## src/rtl/ch_sweep_scheduler.sv

```systemverilog
// Frequency-sweep sequencer: writes each 48-bit sweep point as a 6-byte LSB-first
// burst on the channel config bus, sharing the bus with host writes (host first).
module ch_sweep_scheduler #(
    parameter logic [7:0] FREQ_ADDR_BASE = 8'h03,
    parameter int         DWELL_W        = 24
) (
    input  logic               CLK_LOW,
    input  logic               RST,
    input  logic               SWEEP_START,
    input  logic               SWEEP_STOP,
    input  logic               SWEEP_MODE,
    input  logic [47:0]        START_FREQ_INC,
    input  logic [47:0]        STOP_FREQ_INC,
    input  logic [47:0]        STEP_FREQ_INC,
    input  logic [DWELL_W-1:0] DWELL_CNT,
    input  logic               CH_LOAD_PROTECT_STATE,
    input  logic               HOST_WE,
    input  logic [7:0]         HOST_ADDR,
    input  logic [7:0]         HOST_DATA,
    output logic               CH_CONFIG_WE,
    output logic [7:0]         CH_CONFIG_ADDR,
    output logic [7:0]         CH_CONFIG_DATA,
    output logic               SWEEP_BUSY,
    output logic               SWEEP_DONE,
    output logic [47:0]        CUR_FREQ_INC
);

    typedef enum logic [2:0] {S_IDLE, S_WRITE, S_DWELL, S_STEP, S_DONE} state_t;

    state_t             state, state_d;
    logic [2:0]         idx, idx_d;
    logic [DWELL_W-1:0] cnt, cnt_d;
    logic [47:0]        cur_d;
    logic               abort_pend, abort_pend_d;
    logic               latch;

    logic [47:0]        start_l, stop_l, step_l;
    logic [DWELL_W-1:0] dwell_l, dwell_last;
    logic               mode_l;

    logic               abort;
    logic [48:0]        sum;
    logic [5:0]         bsel;
    logic               we_d;
    logic [7:0]         addr_d, data_d;

    assign abort      = SWEEP_STOP | CH_LOAD_PROTECT_STATE;
    assign sum        = {1'b0, CUR_FREQ_INC} + {1'b0, step_l};
    assign dwell_last = (dwell_l == '0) ? '0 : dwell_l - 1'b1;
    assign bsel       = {idx, 3'b000};

    always_comb begin
        state_d      = state;
        idx_d        = idx;
        cnt_d        = cnt;
        cur_d        = CUR_FREQ_INC;
        abort_pend_d = abort_pend;
        latch        = 1'b0;
        we_d         = 1'b0;
        addr_d       = '0;
        data_d       = '0;

        case (state)
            S_IDLE: begin
                if (SWEEP_START && !abort) begin
                    state_d      = S_WRITE;
                    cur_d        = START_FREQ_INC;
                    idx_d        = '0;
                    abort_pend_d = 1'b0;
                    latch        = 1'b1;
                end
            end
            S_WRITE: begin
                // An abort only takes effect once the burst is complete, so the
                // channel never commits a half-updated frequency.
                abort_pend_d = abort_pend | abort;
                if (!HOST_WE) begin
                    if (idx == 3'd5) begin
                        idx_d   = '0;
                        cnt_d   = '0;
                        state_d = abort_pend_d ? S_IDLE : S_DWELL;
                    end else begin
                        idx_d = idx + 3'd1;
                    end
                end
            end
            S_DWELL: begin
                if (abort)
                    state_d = S_IDLE;
                else if (cnt == dwell_last)
                    state_d = S_STEP;
                else
                    cnt_d = cnt + 1'b1;
            end
            S_STEP: begin
                if (abort) begin
                    state_d = S_IDLE;
                end else if (!sum[48] && sum[47:0] <= stop_l) begin
                    cur_d   = sum[47:0];
                    state_d = S_WRITE;
                end else if (mode_l) begin
                    cur_d   = start_l;
                    state_d = S_WRITE;
                end else begin
                    state_d = S_DONE;
                end
            end
            S_DONE:  state_d = S_IDLE;
            default: state_d = S_IDLE;
        endcase

        if (HOST_WE) begin
            we_d   = 1'b1;
            addr_d = HOST_ADDR;
            data_d = HOST_DATA;
        end else if (state == S_WRITE) begin
            we_d   = 1'b1;
            addr_d = FREQ_ADDR_BASE + {5'd0, idx};
            data_d = CUR_FREQ_INC[bsel +: 8];
        end
    end

    always_ff @(posedge CLK_LOW) begin
        if (RST) begin
            state          <= S_IDLE;
            idx            <= '0;
            cnt            <= '0;
            abort_pend     <= 1'b0;
            start_l        <= '0;
            stop_l         <= '0;
            step_l         <= '0;
            dwell_l        <= '0;
            mode_l         <= 1'b0;
            CUR_FREQ_INC   <= '0;
            CH_CONFIG_WE   <= 1'b0;
            CH_CONFIG_ADDR <= '0;
            CH_CONFIG_DATA <= '0;
            SWEEP_BUSY     <= 1'b0;
            SWEEP_DONE     <= 1'b0;
        end else begin
            state          <= state_d;
            idx            <= idx_d;
            cnt            <= cnt_d;
            abort_pend     <= abort_pend_d;
            CUR_FREQ_INC   <= cur_d;
            CH_CONFIG_WE   <= we_d;
            CH_CONFIG_ADDR <= addr_d;
            CH_CONFIG_DATA <= data_d;
            SWEEP_BUSY     <= (state_d != S_IDLE);
            SWEEP_DONE     <= (state_d == S_DONE);
            if (latch) begin
                start_l <= START_FREQ_INC;
                stop_l  <= STOP_FREQ_INC;
                step_l  <= STEP_FREQ_INC;
                dwell_l <= DWELL_CNT;
                mode_l  <= SWEEP_MODE;
            end
        end
    end

endmodule
```

## config.mk

```make
export PLATFORM = sky130hd
export DESIGN_NAME = ch_sweep_scheduler
export DESIGN_NICKNAME = d
export VERILOG_FILES = /design/src/rtl/ch_sweep_scheduler.sv
export SDC_FILE = /design/constraint.sdc
export NUM_CORES = 1
export LEC_CHECK = 0
export CORE_ASPECT_RATIO = 1.25
export CORE_MARGIN = 2
export CORE_UTILIZATION = 50
export DETAILED_ROUTE_END_ITERATION = 12
export PLACE_DENSITY = 0.87
export SYNTH_ARGS = -nofsm -noshare
export SYNTH_HDL_FRONTEND = slang
export SYNTH_SLANG_ARGS = --single-unit
```

## constraint.sdc

```tcl
create_clock -name CLK_LOW -period 8.87 [get_ports CLK_LOW]
set_input_delay 0.887 -clock CLK_LOW [delete_from_list [all_inputs] [get_ports CLK_LOW]]
set_output_delay 0.887 -clock CLK_LOW [all_outputs]
set_load 0.1 [all_outputs]
```

## Word-level counts from Yosys, hierarchy flattened

Cells that the tools add are included.

- Flip-flop bits (word level): 267
- Input port bits: 191
- Output and inout port bits: 67

- Eq/ne operators: 13
- Bitwise logic cells: 2
- Add/sub/neg operators: 5
- Multiplexer cells: 35
- Shift operators: 1
- Order comparisons: 1
- Reduce and logical (&&, ||, !) cells: 14

Operators with widths:

| operator | number |
|---|---|
| 48-bit 2-to-1 mux | 4 |
| 24-bit 2-to-1 mux | 5 |
| 48-bit one-hot mux with 2 select lines | 1 |
| 48-bit by 48-bit adder with 49-bit output | 1 |
| 48-bit less-or-equal comparator | 1 |
| 24-bit one-hot mux with 2 select lines | 1 |
| 48-bit by 7-bit variable part select with 8-bit output | 1 |
| 3-bit 2-to-1 mux | 11 |
| 24-bit by 1-bit adder with 24-bit output (second input constant) | 1 |
| 24-bit == test | 1 |
| 24-bit logical NOT | 1 |
| 8-bit 2-to-1 mux | 3 |
| 24-bit by 1-bit subtractor with 24-bit output (second input constant) | 1 |
| 2-bit inequality test (second input constant) | 6 |
| 3-bit one-hot mux with 4 select lines | 1 |
| 3-bit by 2-bit == test with 1-bit output (second input constant) | 2 |
| 3-bit == test (second input constant) | 2 |
| 3-bit one-hot mux with 2 select lines | 1 |
| 2-bit nonzero test | 3 |
| 1-bit 2-to-1 mux | 5 |
| 5-bit AND reduction | 1 |
| 2-bit by 3-bit adder with 4-bit output (first input constant) | 1 |
| 4-bit 2-to-1 mux | 1 |
| 4-bit AND reduction | 1 |
| 12 further kinds | 15 |

## Longest topological paths before layout

- Depth in word-level cells: 7
- Depth in mapped cells: 27
- Mapped depth without buffers: 24

## Worst setup path before layout

OpenSTA, ideal clock, no wires.

- Path kind: flip-flop to flip-flop
- Start: register CUR_FREQ_INC[5]
- End: register CUR_FREQ_INC[22]
- Library setup time: 0.065 ns
- Arrival time: 6.311 ns
- Cell stages (with the launch flop): 25
- Buffers on the path: 2
- Setup slack: 2.494 ns
- Period minus slack after synthesis: 6.376 ns
- Required time: 8.805 ns
- Path through: dfxtp_1 > ha_1 > a21o_1 > or3_1 > o21a_1 > o311ai_0 > nor4b_1 > o21bai_1 > a21o_1 > a31oi_1 > xor2_1 > inv_1 > ha_1 > nand4_1 > nor4_1 > nand4_1 > or3_1 > o41ai_1 > nand2_1 > nand2_1 > nand3_1 > a21oi_1 > clkbuf_1 > buf_1 > a32o_1

- Longest elaborated chain between the ends: 6

RTL lines:

| item | line | text |
|---|---|---|
| start: declaration | 25 | `output logic [47:0] CUR_FREQ_INC` |
| start signal: assignment | 145 | `CUR_FREQ_INC <= cur_d;` |
| 48-bit by 48-bit adder with 49-bit output * | 48 | `assign sum = {1'b0, CUR_FREQ_INC} + {1'b0, step_l};` |
| 48-bit less-or-equal comparator or 1-bit logical NOT (tied branches) | 98 | `end else if (!sum[48] && sum[47:0] <= stop_l) begin` |
| 1-bit logical AND | 98 |  |
| 48-bit 2-to-1 mux | 98 |  |
| 48-bit 2-to-1 mux | 96 | `if (abort) begin` |
| 48-bit one-hot mux with 2 select lines | 63 | `case (state)` |

Every way passes the cells marked *; elsewhere a longest branch is shown, timed or not. The select of a mux whose other input is x is not followed.
A chain may end at the register's enable or synchronous reset.

## Worst setup path in the final report

- Start: register CUR_FREQ_INC[5]
- End: register CUR_FREQ_INC[3]

- Longest elaborated chain between the ends: 6

RTL lines:

| item | line |
|---|---|
| 48-bit by 48-bit adder with 49-bit output * | 48 |
| 48-bit less-or-equal comparator or 1-bit logical NOT (tied branches) | 98 |
| 1-bit logical AND * | 98 |
| 48-bit 2-to-1 mux | 98 |
| 48-bit 2-to-1 mux | 96 |
| 48-bit one-hot mux with 2 select lines | 63 |

Marks and branches as above.

==> key figures <==
Worst hold path
  • Hold EP: start_l[25]
  • HP Start: start_l[25]
  • Hold/Removal Path Class: flip-flop to flip-flop
  • Worst hold stages: 2

Place
  • HPWL Detailed: 42.5 mm
  • Dpl ws: 2010 ps
  • Final RePlAce weighted congestion: 1.01
  • Count of input and output buffers: 257
  • Post-Place Cells: 2693

Worst setup path
  • Register-to-register path setup slack: 1690 ps
  • Worst R2R Start: CUR_FREQ_INC[5]
  • Data arrival time at the worst-slack endpoint: 7670 ps
  • Critical path launch point type: flip-flop
  • Reg2reg path depth: 22
  • Data required time at the worst endpoint: 9360 ps
  • Largest fanout on the critical path: 30
  • Destination of the worst register-to-register timing path: CUR_FREQ_INC[3]
  • Crit Path Class: flip-flop to flip-flop
  • Setup crit end kind: flip-flop

Logic synthesis
  • Synth area leader: sky130_fd_sc_hd__dfxtp_1
  • #FFs+latches synth: around 270
  • Total number of yosys warnings: 0
  • Share of flip-flops with an asynchronous set or reset after synthesis: 0
  • Synth area leaders: sky130_fd_sc_hd__dfxtp_1 33%, sky130_fd_sc_hd__nand2_1 10%, sky130_fd_sc_hd__a21oi_1 8.2%, sky130_fd_sc_hd__ha_1 7.9%, sky130_fd_sc_hd__clkbuf_1 2.8%
  • Share of the synthesized area in the top cell type: 0.330
  • Dominant synthesized flop cell: sky130_fd_sc_hd__dfxtp_1
  • Synthesized area: 0.0162 mm²
  • Number of unique standard cell types used by synthesis: 75
  • Net count after synthesis: 2435
  • Cells after synthesis: 2141
  • Count of flip-flops with a built-in enable after synthesis: 0
  • Proportion of synthesized chip area in sequential cells: 0.330
  • Mean cell area of the mapped netlist: 7.56 µm²

Global routing
  • Largest net degree at the start of global routing: 110
  • Number of antenna violations at the first check in global routing: 0
  • Global-route wire length before repair: 88.2 mm
  • Vias in the first global route: between 15000 and 20000
  • Global Route Usage Sum: 0.333
  • Global route total overflow: 0

Cells and area
  • Growth of design area from synthesis to finish: 22.8%
  • Fill cells: ~2700
  • Antenna diode count: 0
  • Net count reported at finish: around 2600
  • Post-layout instance count excluding filler cells: 2740
  • Fraction of layout instances using a drive strength above 1: 0.0378

Clock network
  • CTS tree: built
  • H-tree depth: 1
  • Clock transition time at the flip-flop clock pins of the worst setup and hold paths: 60 ps
  • Bufs on Longest Clock Path: 3
  • Clock buffers created by TritonCTS: 27
  • # clock sinks: 267
  • CTS Hold Buffers Added: 0
  • Clock root buffer: sky130_fd_sc_hd__clkbuf_16
  • Count of buffers added by post-CTS timing repair for setup: 0
  • Clk Latency, worst-skew pair: 560 ps
  • Gates resized, CTS repair: 0

STA
  • Worst Slack Setup Final: 1690 ps
  • Final Hold Vio Count: 0
  • Fin crit share: 0.809
  • Number of setup violations in the final report: 0
  • Max-slew violations: 0
  • Setup clock skew after layout: between 10 and 15 ps
  • Measured slew at the worst slew-check pin: 1230 ps
  • Post-Route Setup TNS: 0 ps
  • Slew margin rel.: 0.179
  • Clock period minus worst slack: about 7200 ps
  • Setup repair after global routing missed its margin: no
  • Highest clock rate: around 0.14 GHz

Power
  • Register share of total power: 0.395
  • Clock power share: 0.395
  • Power density over cell area: 163 mW/mm²
  • Leak Pwr: 0.00742 µW
  • Max IR drop VDD: roughly 0.00017 V
  • Cell internal pwr: 2270 µW
  • Fraction of power spent switching nets: 0.299
  • Psw: 965 µW
  • Combinational power share: 0.211

Die
  • Die area: approximately 0.034 mm²
  • Starting density of the core: 0.508
  • Row count: 73
  • Die outline height: 205 µm
  • Width of the die: 165 µm
  • Number of top-level pins: around 260
  • Placeable core area: 0.0319 mm²

Route
  • Detailed-route DRC error count: 0
  • Drt first pass iters: 6
  • Drt wl/cell: around 21 µm
  • Vias per Instance: just over 6
  • Vias: 17038
  • Number of routed nets with antenna violations: 0
  • Routed wire length: 57.6 mm
  • Detailed router's first-iteration violation count: 1561

Job
  • Number of violations of the max-capacitance limit: 0

Run status
  • Status: finished, final reports clean
layer usage:
metal  GRT usage  vias to the layer above  part of all wire
met5           0                        -                 0
li1            -                     7988                 -
met4       0.222                        0             0.072
met2       0.561                      841              0.47
met3      0.0579                      229             0.080
met1       0.384                     7980              0.38
cell type report:
| class | count | area (µm²) | share of cell area |
|---|---|---|---|
| Sequential cell | 267 | 5350 | 0.269 |
| Tap cell | 412 | 515 | 0.0259 |
| Inverter | 93 | 349 | 0.0176 |
| Clock inverter | 12 | 239 | 0.0120 |
| Multi-Input combinational cell | 1651 | 10000 | 0.504 |
| Timing Repair Buffer | 270 | 2670 | 0.134 |
| Clock buffer | 35 | 736 | 0.0370 |
logic make-up (layout without fill, tap and decap cells):
group / Yosys count / count (layout) / share of synthesized area
adder cells (fa/ha/maj): 103 / 103 / 0.0801
buffers and inverters: 223 / 410 / 0.0530
XOR/XNOR: 66 / 66 / 0.0357
flip-flops: 267 / 267 / 0.330
multiplexers: 26 / 26 / 0.0225
AND/OR/NAND/NOR: 849 / 849 / 0.243
AO/OA/AOI/OAI: 607 / 607 / 0.236
power groups by stage:
stage / registers [µW] / clock network (µW) / logic (µW)
after floorplan: 1360 / 0 / 340
after global placement: 1300 / 0 / 651
after detailed placement: 1300 / 0 / 663
after CTS: 1270 / 1290 / 666
after global routing: 1280 / 1330 / 726
final: 1270 / 1280 / 680
worst max-delay path: stages, from the launching register on:
cell and delay (ps):
sky130_fd_sc_hd__dfxtp_1 360, sky130_fd_sc_hd__ha_1 400, sky130_fd_sc_hd__a21o_1 240, sky130_fd_sc_hd__or3_1 330, sky130_fd_sc_hd__o21a_1 230, sky130_fd_sc_hd__o311ai_0 630, sky130_fd_sc_hd__nor4b_1 390, sky130_fd_sc_hd__o21bai_1 170
sky130_fd_sc_hd__a21o_1 240, sky130_fd_sc_hd__a31oi_1 200, sky130_fd_sc_hd__xor2_1 210, sky130_fd_sc_hd__inv_1 70, sky130_fd_sc_hd__ha_1 290, sky130_fd_sc_hd__nand4_1 110, sky130_fd_sc_hd__nor4_1 610, sky130_fd_sc_hd__nand4_1 240
sky130_fd_sc_hd__or3_1 440, sky130_fd_sc_hd__o41ai_1 110, sky130_fd_sc_hd__nand2_1 150, sky130_fd_sc_hd__nand2_1 100, sky130_fd_sc_hd__nand3_1 330, sky130_fd_sc_hd__a21oi_4 940, sky130_fd_sc_hd__a32o_1 290
through the flow:
step,power [µW],hold slack (ps),instance area (µm²),utilization
final,3230,454,19900,0.623
after detailed placement,1960,443,18900,0.593
after global placement,1950,438,18900,0.593
after floorplan,1700,432,16200,-
after CTS,3220,451,19900,0.623
after global routing,3330,468,19900,0.623
cell usage after synthesis (all sizes together), types with 16 or more instances:
cell,count
xor2,27
nor3,34
a21o,31
a211oi,24
xnor2,39
or3,26
nand2,446
inv,93
o21ai,92
nor2,87
nor4,22
ha,102
dfxtp,267
clkbuf,122
or4,18
a32o,30
o211ai,17
and2,16
nand2b,36
nand4,35
nand3,85
a21oi,267
worst max-delay path by stage:
stage	start	end	slack, ps
floorplan	CUR_FREQ_INC[5]	CUR_FREQ_INC[22]	2490
CTS	CUR_FREQ_INC[5]	CUR_FREQ_INC[24]	1950
global route	CUR_FREQ_INC[5]	CUR_FREQ_INC[24]	1190
global placement	CUR_FREQ_INC[5]	CUR_FREQ_INC[31]	2300
finish	CUR_FREQ_INC[5]	CUR_FREQ_INC[3]	1690
detailed placement	CUR_FREQ_INC[5]	CUR_FREQ_INC[30]	2010
sequential cells by signal (all words and copies together), names as in the netlist:
signal / count
CH_CONFIG_DATA: 8
start_l: 48
idx: 3
mode_l: 1
SWEEP_BUSY: 1
SWEEP_DONE: 1
CH_CONFIG_WE: 1
cnt: 24
state: 3
dwell_l: 24
abort_pend: 1
step_l: 48
CH_CONFIG_ADDR: 8
CUR_FREQ_INC: 48
stop_l: 48
placed cells by master, fill, tap and decap left out, types with 10 or more instances in the layout:
cell type	netlist	layout
sky130_fd_sc_hd__nand3_1	84	84
sky130_fd_sc_hd__nor3_1	33	32
sky130_fd_sc_hd__nand2b_1	36	36
sky130_fd_sc_hd__nand2_1	446	446
sky130_fd_sc_hd__or3_1	26	26
sky130_fd_sc_hd__mux2i_1	15	15
sky130_fd_sc_hd__o22ai_1	14	14
sky130_fd_sc_hd__buf_4	1	13
sky130_fd_sc_hd__o21bai_1	10	10
sky130_fd_sc_hd__o311ai_0	10	10
sky130_fd_sc_hd__xnor2_1	39	39
sky130_fd_sc_hd__xor2_1	27	27
sky130_fd_sc_hd__and3_1	15	15
sky130_fd_sc_hd__o21ai_0	90	90
sky130_fd_sc_hd__o32ai_1	10	10
sky130_fd_sc_hd__o211ai_1	17	17
sky130_fd_sc_hd__nand4_1	35	35
sky130_fd_sc_hd__a32o_1	30	30
sky130_fd_sc_hd__o41ai_1	13	13
sky130_fd_sc_hd__a21o_1	31	30
sky130_fd_sc_hd__o21a_1	12	12
sky130_fd_sc_hd__o31ai_1	14	14
sky130_fd_sc_hd__and2_1	16	16
sky130_fd_sc_hd__inv_1	93	93
sky130_fd_sc_hd__a21oi_1	266	264
sky130_fd_sc_hd__nor2_1	86	86
sky130_fd_sc_hd__nor4_1	21	21
sky130_fd_sc_hd__clkdlybuf4s50_1	0	256
sky130_fd_sc_hd__or4_1	16	16
sky130_fd_sc_hd__a22o_1	12	12
sky130_fd_sc_hd__clkbuf_16	0	27
sky130_fd_sc_hd__ha_1	102	102
sky130_fd_sc_hd__a211oi_1	24	24
sky130_fd_sc_hd__dfxtp_1	267	267
Note: power is estimated with default switching activity, not from simulation.
